**config.mk**
```make
export PLATFORM = sky130hd
export DESIGN_NAME = texture_load_ctrl
export DESIGN_NICKNAME = d
export VERILOG_FILES = /design/src/rtl/texture_load_ctrl.sv
export SDC_FILE = /design/constraint.sdc
export NUM_CORES = 1
export LEC_CHECK = 0
export CORE_ASPECT_RATIO = 0.7
export CORE_UTILIZATION = 47
export CTS_BUF_LIST = sky130_fd_sc_hd__clkbuf_8
export DETAILED_ROUTE_END_ITERATION = 7
export PLACE_DENSITY = 0.8
export SKIP_LAST_GASP = 1
export SLEW_MARGIN = 10
export SYNTH_ARGS = -nofsm -noshare
export SYNTH_HDL_FRONTEND = slang
export SYNTH_SLANG_ARGS = --single-unit
```
**constraint.sdc**
```tcl
create_clock -name clk -period 3.5 [get_ports clk]
set_input_delay 0.525 -clock clk [delete_from_list [all_inputs] [get_ports clk]]
set_output_delay 0.525 -clock clk [all_outputs]
set_load 0.05 [all_outputs]
```
**src/rtl/texture_load_ctrl.sv**
```systemverilog
// Loads the bird, pipe and base textures from SDRAM into the renderer RAMs.
// It issues one burst per texture and turns the returned word stream into RAM writes.
module texture_load_ctrl #(
   parameter int          BIRD_WORDS    = 5250,
   parameter int          PIPE_WORDS    = 40000,
   parameter int          PIPE_KEEP     = 4000,
   parameter int          BASE_WORDS    = 9600,
   parameter logic [23:0] BIRD_SRC_ADDR = 24'h100000,
   parameter logic [23:0] PIPE_SRC_ADDR = 24'h102000,
   parameter logic [23:0] BASE_SRC_ADDR = 24'h10C000,
   parameter int          TIMEOUT_CYC   = 1000000
) (
   input  logic        clk,
   input  logic        rst,
   input  logic        start,
   output logic        rd_req,
   output logic [23:0] rd_addr,
   output logic [15:0] rd_len,
   input  logic        rd_ack,
   input  logic        src_valid,
   input  logic [15:0] src_data,
   output logic        src_ready,
   output logic [15:0] load_data,
   output logic        bird_load_en,
   output logic [12:0] bird_load_addr,
   output logic        pipe_load_en,
   output logic [15:0] pipe_load_addr,
   output logic        base_load_en,
   output logic [13:0] base_load_addr,
   output logic        busy,
   output logic        tex_ready,
   output logic        load_err,
   output logic        done
);

   localparam int            IW         = $clog2(TIMEOUT_CYC + 1);
   localparam logic [IW-1:0] IDLE_LIMIT = IW'(TIMEOUT_CYC - 1);

   typedef enum logic [3:0] {
      IDLE, REQ_BIRD, LD_BIRD, REQ_PIPE, LD_PIPE, REQ_BASE, LD_BASE, FIN, ERR
   } state_t;

   state_t        state_reg, state_next, after_state;
   logic [15:0]   cnt_reg, cnt_next;
   logic [IW-1:0] idle_reg, idle_next;
   logic          in_req, in_ld, accept, keep;
   logic [2:0]    sel;
   logic [15:0]   last;
   logic [2:0]    en_reg;
   logic [12:0]   bird_addr_reg;
   logic [15:0]   pipe_addr_reg;
   logic [13:0]   base_addr_reg;
   logic [15:0]   data_reg;
   logic          tex_ready_reg, load_err_reg;

   // Per-state burst parameters, target RAM select and successor state.
   always_comb begin
      in_req      = 1'b0;
      in_ld       = 1'b0;
      sel         = 3'b000;
      last        = 16'd0;
      after_state = IDLE;
      rd_addr     = 24'd0;
      rd_len      = 16'd0;
      case (state_reg)
         REQ_BIRD: begin
            in_req = 1'b1; rd_addr = BIRD_SRC_ADDR; rd_len = 16'(BIRD_WORDS); after_state = LD_BIRD;
         end
         LD_BIRD: begin
            in_ld = 1'b1; sel = 3'b001; last = 16'(BIRD_WORDS - 1); after_state = REQ_PIPE;
         end
         REQ_PIPE: begin
            in_req = 1'b1; rd_addr = PIPE_SRC_ADDR; rd_len = 16'(PIPE_WORDS); after_state = LD_PIPE;
         end
         LD_PIPE: begin
            in_ld = 1'b1; sel = 3'b010; last = 16'(PIPE_WORDS - 1); after_state = REQ_BASE;
         end
         REQ_BASE: begin
            in_req = 1'b1; rd_addr = BASE_SRC_ADDR; rd_len = 16'(BASE_WORDS); after_state = LD_BASE;
         end
         LD_BASE: begin
            in_ld = 1'b1; sel = 3'b100; last = 16'(BASE_WORDS - 1); after_state = FIN;
         end
         default: ;
      endcase
   end

   always_comb begin
      state_next = state_reg;
      cnt_next   = cnt_reg;
      idle_next  = idle_reg;
      rd_req     = in_req;
      src_ready  = in_ld;
      accept     = in_ld && src_valid;
      // Pipe rows past the kept region are drained but never written.
      keep       = !sel[1] || (cnt_reg < 16'(PIPE_KEEP));
      case (state_reg)
         IDLE: begin
            idle_next = '0;
            if (start) begin
               state_next = REQ_BIRD;
               cnt_next   = 16'd0;
            end
         end
         FIN, ERR: begin
            state_next = IDLE;
            idle_next  = '0;
         end
         default: begin
            if ((in_req && rd_ack) || accept) begin
               idle_next = '0;
               if (in_req) begin
                  state_next = after_state;
                  cnt_next   = 16'd0;
               end else begin
                  cnt_next = cnt_reg + 16'd1;
                  if (cnt_reg == last) state_next = after_state;
               end
            end else if (idle_reg == IDLE_LIMIT) begin
               state_next = ERR;
               idle_next  = '0;
            end else begin
               idle_next = idle_reg + 1'b1;
            end
         end
      endcase
   end

   always_ff @(posedge clk) begin
      if (rst) begin
         state_reg     <= IDLE;
         cnt_reg       <= 16'd0;
         idle_reg      <= '0;
         data_reg      <= 16'd0;
         en_reg        <= 3'b000;
         bird_addr_reg <= 13'd0;
         pipe_addr_reg <= 16'd0;
         base_addr_reg <= 14'd0;
         tex_ready_reg <= 1'b0;
         load_err_reg  <= 1'b0;
      end else begin
         state_reg <= state_next;
         cnt_reg   <= cnt_next;
         idle_reg  <= idle_next;
         en_reg    <= {3{accept && keep}} & sel;
         if (accept) data_reg <= src_data;
         if (accept && keep) begin
            if (sel[0]) bird_addr_reg <= cnt_reg[12:0];
            if (sel[1]) pipe_addr_reg <= cnt_reg;
            if (sel[2]) base_addr_reg <= cnt_reg[13:0];
         end
         if (state_reg == IDLE && start) begin
            tex_ready_reg <= 1'b0;
            load_err_reg  <= 1'b0;
         end
         if (state_next == FIN) tex_ready_reg <= 1'b1;
         if (state_next == ERR) load_err_reg  <= 1'b1;
      end
   end

   assign load_data      = data_reg;
   assign bird_load_en   = en_reg[0];
   assign pipe_load_en   = en_reg[1];
   assign base_load_en   = en_reg[2];
   assign bird_load_addr = bird_addr_reg;
   assign pipe_load_addr = pipe_addr_reg;
   assign base_load_addr = base_addr_reg;
   assign busy           = in_req || in_ld;
   assign done           = (state_reg == FIN);
   assign tex_ready      = tex_ready_reg;
   assign load_err       = load_err_reg;

endmodule
```
==> impl_metrics.py <==
metrics = {
    "worst_setup_path": {
        "cp.required_ps": 2970,
        "cpMaxStageDelayCell": "clkdlybuf4s50_1",
        "end_kind": "output port",
        "critPathMaxFanout": 18,
        "critical_path_arrival_ps": 2660,
        "path_class": "flip-flop to output port",
        "path_cells": "inv_1 -> nor3_1 -> clkdlybuf4s50_1",
        "max_stage_delay_ps": 880,
        "worstSetupStartpointType": "flip-flop",
    },
    "sta": {
        "final_max_slew_viol_count": 0,
        "period_share": 0.909,
        "fin_crit_ps": 3180,
        "fmax_ghz": 0.314,
        "skew_ps": 4.40,
        "tightestPinTransition_ps": 743,
        "slew-limit-headroom": 0.500,
        "setup_tns_ps": 0,
        "setup_viol": 0,
        "hold_viol_final": 0,
        "rsz0062_at_grt": "no",
    },
    "yosys": {
        "synth_top_cell_area_share": 0.427,
        "synth_most_common_cell": "dfxtp_1",
        "synth_edf_count": 0,
        "syn_avg_cell_area_um2": 8.39,
        "yosys-top-cells-area": "dfxtp_1 (43%), mux2i_1 (6.6%), nand2_1 (6.0%)",
        "ys.warnings.count": 0,
        "synthFlopType": "dfxtp_1",
        "synthCells": 581,
        "ys_ff_latch": 104,
        "ys_types": 60,
        "ys_seq_area_frac": 0.427,
        "syn-cell-area_um2": 4870,
        "async_flop_share": 0,
        "synth_top_area_cell": "dfxtp_1",
        "synth_common_cells": "dfxtp_1 (104), nand2_1 (78), nor2_1 (72)",
    },
    "drt": {
        "wl_met3_um": 1010,
        "wirelength_met1_um": 5370,
        "drtAntennaViolNets": 0,
        "drc": 0,
        "routed_via_density": 5.46,
        "dr.max_layer_used": "met4",
        "drt-total-wl_um": 12000,
        "dr.pass1.iters": 4,
        "vias": 4274,
        "drtIter0Drc": 317,
        "wl_per_cell_um": 15.4,
        "wl_met2_um": 5480,
    },
    "flow_run": {
        "max-cap-violations": 0,
    },
    "power_and_ir_drop": {
        "ir_worst_vdd_v": 0.000172,
        "p_comb_frac": 0.128,
        "power_density_nw_per_um2": 382,
        "p_leak_uw": 0.00203,
        "clkPwrFrac": 0.339,
        "p_int_uw": 1610,
        "p_seq_frac": 0.534,
        "swShare": 0.289,
        "switchingPower_uw": 656,
    },
    "grt": {
        "grt_usage": 0.229,
        "grt_pass1_vias": 3847,
        "grt_overflow": 0,
        "antenna_found_initial": 0,
        "grt_max_degree": 65,
        "grt_pass1_wl_um": 19100,
    },
    "place": {
        "hpwl_um": 8520,
        "io_buffer_count": 101,
        "gp_congestion": 0.892,
        "dpl.cell_count": 767,
    },
    "floorplan": {
        "start_util": 0.494,
        "die_area_um2": 10800,
        "core_area_um2": 9870,
        "die_x_um": 124,
        "rows": 30,
        "ios": 129,
        "die_h_um": 87.2,
    },
    "clock_network": {
        "clock_path_buffers": 2,
        "clk_latency_ps": 380,
        "numClockSinks": 104,
        "post_cts_buffers": 0,
        "cts_tree": "built",
        "cts.clk_slew.worst_paths_ps": 100,
        "cts_resized": 0,
        "htree_levels": 3,
        "cts_buffers": 9,
        "holdBufCountCts": 0,
        "cts-root-buf": "clkbuf_8",
    },
    "final_layout": {
        "area_delta_synth_final_pct": 21.7,
        "largest_reg_flops": 20,
        "multi_input_area_um2": 2410,
        "drive_gt1_frac": 0.0580,
        "diodes": 0,
        "nets": 673,
        "seq_area_um2": 2080,
        "finalNonFillerCells": 783,
        "fill_cells": 848,
    },
    "status": {
        "outcome": "complete, no violations",
    },
    "min_path": {
        "hold_class": "flip-flop to flip-flop",
    },
}
[layout make-up]
cell class                 count  area share
multi-input combinational    420       0.406
sequential                   104       0.351
timing repair buffer         106       0.176
tap                          128      0.0270
clock buffer                   9      0.0209
clock inverter                 7      0.0135
inverter                       9     0.00570
[cells by family (layout without fill, tap and decap cells)]
kind of cell | after synthesis | after routing | share of synthesized area
other cells | 1 | 27 | 0.000769
compound gates | 79 | 79 | 0.105
buf+inv | 83 | 131 | 0.0988
simple gates | 261 | 261 | 0.263
flops | 104 | 104 | 0.427
fa+ha+maj | 2 | 2 | 0.00513
xor+xnor | 19 | 19 | 0.0341
mux | 32 | 32 | 0.0657
[metal layers]
| metal | global-route usage | up-vias |
|---|---|---|
| met4 | 0.0712 | 0 |
| met5 | 0 | - |
| li1 | - | 2066 |
| met3 | 0.0622 | 21 |
| met2 | 0.366 | 181 |
| met1 | 0.301 | 2006 |
[critical path, delay by kind of cell (launching register included)]
| family | cells | cell delay, ps |
|---|---|---|
| flops | 1 | 720 |
| buf+inv | 2 | 1140 |
| simple gates | 1 | 420 |
[cells in the final DEF, fill, tap and decap left out, types with 3 or more instances in the layout]
master / n
clkbuf_8: 9
conb_1: 27
nor2_1: 72
o31ai_1: 4
clkinvlp_4: 3
buf_4: 5
xor2_1: 9
nand3_1: 32
nor4_1: 13
nand2_1: 78
o21ai_0: 4
xnor2_1: 10
and2_1: 5
a211oi_1: 3
mux2i_1: 32
or2_2: 3
nand4_1: 5
dfxtp_1: 104
a21oi_1: 44
clkdlybuf4s50_1: 100
o211ai_1: 3
inv_1: 9
nor4b_1: 5
nor2b_1: 4
nand3b_1: 7
or4_1: 6
nor3_1: 9
and3_1: 8
[power groups by stage]
stage                     clock, uW  combinational [uW]  sequential (uW)
after CTS                       784                 287             1210
after detailed placement          0                 286             1240
after global routing            829                 309             1210
after floorplan                   0                 242             1240
after global placement            0                 284             1240
final                           767                 289             1210
[final timing paths]
path	start	endpoint	slack, ps	depth (start not counted)
setup / recovery	state_reg[2]	rd_addr[15]	320	3
hold / removal	load_data[10]	load_data[10]	460	2
hold reg to reg	load_data[10]	load_data[10]	460	2
setup reg to reg	state_reg[0]	pipe_load_addr[5]	900	6
[through the flow]
step / hold WS, ps / instance area (um^2) / power [uW] / util / setup WS (ps)
after global routing: 480 / 5930 / 2350 / 0.601 / 134
after CTS: 463 / 5930 / 2280 / 0.601 / 334
final: 458 / 5930 / 2270 / 0.601 / 320
after detailed placement: 444 / 5730 / 1520 / 0.580 / 774
after floorplan: 430 / 4970 / 1480 / - / 506
after global placement: 440 / 5730 / 1520 / 0.580 / 830
Note: power is estimated with default switching activity, not from simulation.
